`config.mk`:
```
export PLATFORM = sky130hd
export DESIGN_NAME = id_ex_stage_reg
export DESIGN_NICKNAME = d
export VERILOG_FILES = /design/src/rtl/id_ex_stage_reg.sv
export SDC_FILE = /design/constraint.sdc
export NUM_CORES = 1
export LEC_CHECK = 0
export ABC_AREA = 1
export BUFFER_PORTS_ARGS = -buffer_cell sky130_fd_sc_hd__buf_2
export CAP_MARGIN = 25
export CORE_AREA = 2 2 219 221
export DETAILED_ROUTE_END_ITERATION = 6
export DIE_AREA = 0 0 221 223
export GPL_TIMING_DRIVEN = 0
export PLACE_DENSITY_LB_ADDON = 0.2
export RECOVER_POWER = 25
export SYNTH_ARGS = -nofsm -noshare
export SYNTH_HDL_FRONTEND = slang
export SYNTH_SLANG_ARGS = --single-unit
```
`constraint.sdc`:
```
create_clock -name clk -period 1.5 [get_ports clk]
set_input_delay 0.3 -clock clk [delete_from_list [all_inputs] [get_ports clk]]
set_output_delay 0.3 -clock clk [all_outputs]
set_load 0.01 [all_outputs]
```
`src/rtl/id_ex_stage_reg.sv`:
```
// ---------------------------------------------------------------------------
// id_ex_stage_reg
//   ID/EX pipeline register of the pipelined RV core.  Captures the decode
//   control word and operand data for the instruction leaving ID.  It also
//   detects load-use hazards against the instruction currently in EX.
//
//   Update priority on each rising edge of clk:
//       reset > flush_i > hold_i > stall_o > normal load.
//   A flush or a stall loads a bubble.  In a bubble the control bits,
//   ALUOp, rd and valid are cleared, and the data fields still follow ID.
//
//   Ports
//     clk, reset         rising-edge clock, synchronous active-high reset
//     flush_i            squash the instruction entering EX (branch taken)
//     hold_i             global freeze; register keeps its contents
//     id_*_i             decode control, operands, addresses and funct
//     stall_o            load-use stall request to PC and IF/ID
//     ex_*_o             registered copies of id_*_i
//     ex_valid_o         1 = real instruction in EX, 0 = bubble
// ---------------------------------------------------------------------------
module id_ex_stage_reg #(
    parameter int XLEN    = 64,
    parameter int RADDR_W = 5
) (
    input  logic               clk,
    input  logic               reset,
    input  logic               flush_i,
    input  logic               hold_i,

    input  logic               id_branch_i,
    input  logic               id_memread_i,
    input  logic               id_memtoreg_i,
    input  logic               id_memwrite_i,
    input  logic               id_alusrc_i,
    input  logic               id_regwrite_i,
    input  logic [1:0]         id_aluop_i,
    input  logic [XLEN-1:0]    id_pc_i,
    input  logic [XLEN-1:0]    id_rs1_data_i,
    input  logic [XLEN-1:0]    id_rs2_data_i,
    input  logic [XLEN-1:0]    id_imm_i,
    input  logic [RADDR_W-1:0] id_rs1_i,
    input  logic [RADDR_W-1:0] id_rs2_i,
    input  logic [RADDR_W-1:0] id_rd_i,
    input  logic [3:0]         id_funct_i,

    output logic               stall_o,
    output logic               ex_branch_o,
    output logic               ex_memread_o,
    output logic               ex_memtoreg_o,
    output logic               ex_memwrite_o,
    output logic               ex_alusrc_o,
    output logic               ex_regwrite_o,
    output logic [1:0]         ex_aluop_o,
    output logic [XLEN-1:0]    ex_pc_o,
    output logic [XLEN-1:0]    ex_rs1_data_o,
    output logic [XLEN-1:0]    ex_rs2_data_o,
    output logic [XLEN-1:0]    ex_imm_o,
    output logic [RADDR_W-1:0] ex_rs1_o,
    output logic [RADDR_W-1:0] ex_rs2_o,
    output logic [RADDR_W-1:0] ex_rd_o,
    output logic [3:0]         ex_funct_o,
    output logic               ex_valid_o
);

    // Control word order: {branch, memread, memtoreg, memwrite, alusrc, regwrite}
    logic [5:0]         ctrl_q,     ctrl_d;
    logic [1:0]         aluop_q,    aluop_d;
    logic [XLEN-1:0]    pc_q,       pc_d;
    logic [XLEN-1:0]    rs1_data_q, rs1_data_d;
    logic [XLEN-1:0]    rs2_data_q, rs2_data_d;
    logic [XLEN-1:0]    imm_q,      imm_d;
    logic [RADDR_W-1:0] rs1_q,      rs1_d;
    logic [RADDR_W-1:0] rs2_q,      rs2_d;
    logic [RADDR_W-1:0] rd_q,       rd_d;
    logic [3:0]         funct_q,    funct_d;
    logic               valid_q,    valid_d;

    logic               use_rs2;
    logic               hazard;

    // rs2 is a real source for R-type and branch (alusrc = 0) and for stores.
    assign use_rs2 = ~id_alusrc_i | id_memwrite_i;

    // ctrl_q[4] is memread.  rd = x0 never creates a dependency.
    assign hazard = valid_q & ctrl_q[4] & (rd_q != '0) &
                    ((rd_q == id_rs1_i) | (use_rs2 & (rd_q == id_rs2_i)));

    // A flushed or frozen ID stage must not request a stall.
    assign stall_o = hazard & ~hold_i & ~flush_i;

    always_comb begin
        // Default: keep contents (covers hold_i).
        ctrl_d     = ctrl_q;
        aluop_d    = aluop_q;
        pc_d       = pc_q;
        rs1_data_d = rs1_data_q;
        rs2_data_d = rs2_data_q;
        imm_d      = imm_q;
        rs1_d      = rs1_q;
        rs2_d      = rs2_q;
        rd_d       = rd_q;
        funct_d    = funct_q;
        valid_d    = valid_q;

        if (flush_i || !hold_i) begin
            // Data fields follow ID for both a real load and a bubble.
            pc_d       = id_pc_i;
            rs1_data_d = id_rs1_data_i;
            rs2_data_d = id_rs2_data_i;
            imm_d      = id_imm_i;
            rs1_d      = id_rs1_i;
            rs2_d      = id_rs2_i;
            funct_d    = id_funct_i;

            if (flush_i || stall_o) begin
                ctrl_d  = '0;
                aluop_d = 2'b00;
                rd_d    = '0;
                valid_d = 1'b0;
            end else begin
                ctrl_d  = {id_branch_i, id_memread_i, id_memtoreg_i,
                           id_memwrite_i, id_alusrc_i, id_regwrite_i};
                aluop_d = id_aluop_i;
                rd_d    = id_rd_i;
                valid_d = 1'b1;
            end
        end
    end

    always_ff @(posedge clk) begin
        if (reset) begin
            ctrl_q     <= '0;
            aluop_q    <= '0;
            pc_q       <= '0;
            rs1_data_q <= '0;
            rs2_data_q <= '0;
            imm_q      <= '0;
            rs1_q      <= '0;
            rs2_q      <= '0;
            rd_q       <= '0;
            funct_q    <= '0;
            valid_q    <= 1'b0;
        end else begin
            ctrl_q     <= ctrl_d;
            aluop_q    <= aluop_d;
            pc_q       <= pc_d;
            rs1_data_q <= rs1_data_d;
            rs2_data_q <= rs2_data_d;
            imm_q      <= imm_d;
            rs1_q      <= rs1_d;
            rs2_q      <= rs2_d;
            rd_q       <= rd_d;
            funct_q    <= funct_d;
            valid_q    <= valid_d;
        end
    end

    assign ex_branch_o   = ctrl_q[5];
    assign ex_memread_o  = ctrl_q[4];
    assign ex_memtoreg_o = ctrl_q[3];
    assign ex_memwrite_o = ctrl_q[2];
    assign ex_alusrc_o   = ctrl_q[1];
    assign ex_regwrite_o = ctrl_q[0];
    assign ex_aluop_o    = aluop_q;
    assign ex_pc_o       = pc_q;
    assign ex_rs1_data_o = rs1_data_q;
    assign ex_rs2_data_o = rs2_data_q;
    assign ex_imm_o      = imm_q;
    assign ex_rs1_o      = rs1_q;
    assign ex_rs2_o      = rs2_q;
    assign ex_rd_o       = rd_q;
    assign ex_funct_o    = funct_q;
    assign ex_valid_o    = valid_q;

endmodule
```
# After elaboration in Yosys (flattened, before gate mapping)
# Cells that the tools add are included.
# totals
memories	0
romBits	0
input_bits	287
latchBits	0
elab_cells	32
reg_bits	284
out_inout_bits	285
ramBits	0
# op_classes
n_eq_ne	2
order_cmp	0
n_mux	4
n_reduce_logical	4
div_mod_pow	0
mul	0
shifts	0
add_sub_neg	0
n_bitwise	11
# op_table
operator	n
5-bit == test	2
1-bit bitwise AND	6
6-bit 2-to-1 mux	1
5-bit 2-to-1 mux	1
5-bit nonzero test	1
1-bit NOT	3
1-bit logical OR	2
2-bit 2-to-1 mux	1
1-bit bitwise OR	2
1-bit logical NOT	1
1-bit 2-to-1 mux	1

# Depth between registers and ports, before layout
# depth
depth_word	9
ltp_mapped	10
depth_no_buf	9

# Worst setup path after synthesis
# No wires, ideal clock.
# synth_timing
path_type	flip-flop to output port
start	reg rd_q[4], in the netlist ex_rd_o[4]
end	out stall_o
path_stages_with_launch	10
required_ns	1.200
path_slack_ns	-0.014
path_buffers	1
arrival_ns	1.214
path_cell_list	dfxtp_1 inv_1 nand2_1 nand2_1 nor2_1 nand3_1 nand2_2 nand2_4 buf_6 nor2_1
# synth_via
elab_chain_cells	6
elab_cells_between_ends	9
classes_between	eq/ne: 2; bitwise: 6; reduce/logical: 1
# synth_lines
element	line	text
start, declared	74	logic [RADDR_W-1:0] rd_q, rd_d;
start signal, assigned	152	rd_q <= rd_d;
5-bit == test	86	((rd_q == id_rs1_i) | (use_rs2 & (rd_q == id_rs2_i)));
1-bit bitwise AND	86	
1-bit bitwise OR	86	
1-bit bitwise AND *	85	assign hazard = valid_q & ctrl_q[4] & (rd_q != '0) &
1-bit bitwise AND * (2 in series)	89	assign stall_o = hazard & ~hold_i & ~flush_i;
end, declared	46	output logic stall_o,
# Mark *: on every way between the ends. The rest lies on a longest branch, timed or not.

# Worst setup path after layout
# Ends and elaborated chain as after synthesis.

==> reports/qor.txt <==
status: finished, violations left
violated checks: negative setup slack
post-route minimum period: 1.94 ns
CORE AREA: 0.0471 mm2
Max Cap Violations: 0
largest net degree at the start of global routing: 15
num ports: 572
max_slew headroom: 54.1%
PortBufs: 570
CTS buffer count: 35
min-delay worst type: input port to flip-flop
Post-Synthesis Cells: 1283
Clock transition at path regs: 0.06 ns
first-pass GRT wire length: 66800 um
Final ANT Viol Nets: 0
Synth top cells by count: 566 x nand2_1, 284 x dfxtp_1, 268 x a21oi_1
most frequent cell after synthesis: nand2_1
GPL Wtd Cong: 0.863
die height: 223 um
Peak VDD IR: 0.884 mV
DRC viols: 0
total gr overflow: 0
share of layout cells above drive strength 1: 33.7%
ys flop type: dfxtp_1
Die ar.: 0.0493 mm2
Syn Area/Cell: 7.86 um2
Top delay family on crit path: simple AND/OR/NAND/NOR gates
Worst EP required: 1.20 ns
gr usage total: 17.3%
Yosys warnings: 0
synth-to-layout area growth: 71.5%
crit-path max cell delay: 0.39 ns
crit path kind: flip-flop to primary output
PD cells: 1130 mW/mm2
antenna violations before repair: 5
CP endpoint kind: primary output
r2r worst-path depth: 9
Clock Tree Root: clkbuf_16
Clock Sinks: 284
unrepaired setup endpoints after global routing: true
fmax: 514 MHz
final setup margin: -0.445 ns
DR WL/cell: 15.8 um
fill count: 4973
clock tree buffer depth: 3
Synthesized Nets: 1570
Worst R2R End: ex_rd_o[4]
starting density of the core: 21.4%
DIE WIDTH: 221 um
Final Hold Viols: 0
Synth async-reset ratio: 0%
clk_skew: 0.0104 ns
CTS tree: yes
Final period util: 130%
Synth area leader: dfxtp_1
RR Startpoint: ex_rd_o[4]
via count: 11600
placed cell count: 2468
via count of the first global-routing pass: 11900
post-route design area: 0.0173 mm2
startpoint types: flip-flop
reg-to-reg slack, setup: -0.04 ns
final core utilization: 36.7%
Mapped Area: 0.0101 mm2
Synth cell types: 20
drt total wl: 43700 um
top cell type's share of synthesized area: 56.4%
insertion delay of the later-clocked pin in the worst-skew pair: 0.54 ns
Seq/Total Area, Yosys: 56.4%
CP endpoint: stall_o
Arr. time, crit path: 1.64 ns
drt initial violations: 394
Buffers & Inverters on Critical Path: 2
Final Max Slew Viols: 0
Finish-stage setup viols: 3
Cell Count, Final, Fillers Out: 2768
Rows: 80
FF+latch count, synth: 284
Slew @ Worst Pin: 0.689 ns
Via density: 4.18
top cells by area in the synthesized netlist: dfxtp_1 56%, nand2_1 21%, a21oi_1 13%
slowest stage cell, crit path: dfxtp_4
DRT Pass-1 Iters: 5
Net count, final: 2412
EDFF count, synth: 0
Crit. path cell count: 9
static leakage: 8.39 nW
Worst setup startpoint: ex_rd_o[4]
CP Cell Sequence: inv_2 -> nand2_2 -> nand2_2 -> nor2_4 -> nand3_2 -> nand2_4 -> nand2_8 -> nor2_4 -> buf_6
DP HPWL: 33200 um
CP Max Fanout: 4
DP Area: 0.0137 mm2
CTS H-Tree Depth: 2
-- flip-flops by register name, indices dropped and copies added, names as in the netlist --
register       cells
ctrl_q             6
ex_rs2_data_o     64
ex_aluop_o         2
ex_rd_o            5
ex_rs1_o           5
ex_valid_o         1
ex_funct_o         4
ex_rs1_data_o     64
ex_pc_o           64
ex_rs2_o           5
ex_imm_o          64
-- layout make-up --
class                   instances  area [um2]  share of cell area [%]
diodes                          3        7.51                  0.0434
plain buffers                  93         483                    2.79
clock buffers                  58        1100                    6.39
clock inverters                 4        47.5                   0.275
inverters                      17        66.3                   0.384
multi-input cells             888        3880                    22.5
flip-flops and latches        284        5700                    33.0
well taps                     615         769                    4.45
repair buffers                806        5230                    30.2
-- cell families (layout without fill, tap and decap cells) --
group,after synthesis,after routing,synth area share (%)
buffers and inverters,111,978,5.67
flip-flops,284,284,56.4
other,0,3,0
AND/OR/NAND/NOR,603,603,23.3
AO/OA/AOI/OAI,284,284,14.6
XOR/XNOR,1,1,0.0869
-- how the worst min path moves through the flow --
stage | from | endpoint | slack (ns) | depth (start not counted)
after floorplan | id_alusrc_i | ctrl_q[1] | 0.44 | 2
after global placement | ex_pc_o[18] | ex_pc_o[18] | 0.45 | 2
after detailed placement | ex_pc_o[36] | ex_pc_o[36] | 0.45 | 2
after CTS | id_pc_i[3] | ex_pc_o[3] | 0.00003 | 3
after global routing | id_rs2_data_i[42] | ex_rs2_data_o[42] | 0.02 | 3
final | id_imm_i[36] | ex_imm_o[36] | 0.03 | 3
-- repair_timing --
action	CTS	global route
pin swaps	6	10
hold buffers	231	0
endpoints found under the setup margin	12	20
setup buffers	5	0
gates resized for setup	15	18
endpoints found under the hold margin	231	0
-- layer usage --
metal  wire length, um  global-route usage [%]
met5                13                       0
met4              1700                    7.66
met3              3430                    5.68
met2             21300                    30.1
met1             17300                    19.1
-- through the flow --
stage	power, mW	hold WS, ns	TNS (ns)	setup slack, ns
3_5_place_dp	10.8	0.451	-56.10	-0.714
6_report	19.5	0.0282	-0.496	-0.445
2_1_floorplan	9.47	0.443	0	0.0392
3_3_place_gp	10.7	0.448	-57.35	-0.730
4_1_cts	19.9	0.0000317	-0.598	-0.503
5_1_grt	20.5	0.0188	-3.00	-0.548
-- report_power, final --
part | switching (mW) | total (mW) | internal, mW
Clock | 3.27 | 8.45 | 5.18
Combinational | 1.48 | 2.82 | 1.34
Sequential | 0.239 | 8.25 | 8.01
Total | 4.99 | 19.5 | 14.5
-- worst register-to-register path, delay by kind of cell, from the launching register on --
family | cells | cell delay, ns
compound gates | 1 | 0.16
buf+inv | 3 | 0.41
flops | 1 | 0.37
simple gates | 5 | 0.52
-- layout by cell type (no fill, tap or decap), types with 3 or more instances in the layout --
master,netlist,routed
buf_2,31,595
nand2_1,566,564
dfxtp_1,284,279
a21oi_1,268,268
dlygate4sd3_1,0,231
clkbuf_1,32,43
clkbuf_16,0,37
buf_4,27,19
nor2_1,17,12
inv_1,15,11
clkbuf_2,0,11
nand3_2,8,10
clkbuf_8,0,10
a211oi_1,8,8
a21oi_2,8,8
inv_2,2,5
nand3_1,7,5
buf_6,2,4
diode_2,0,3
nor2_2,0,3
nor2_4,1,3
clkbuf_4,0,3
dfxtp_4,0,3
Power figures use the tool's default switching activity.
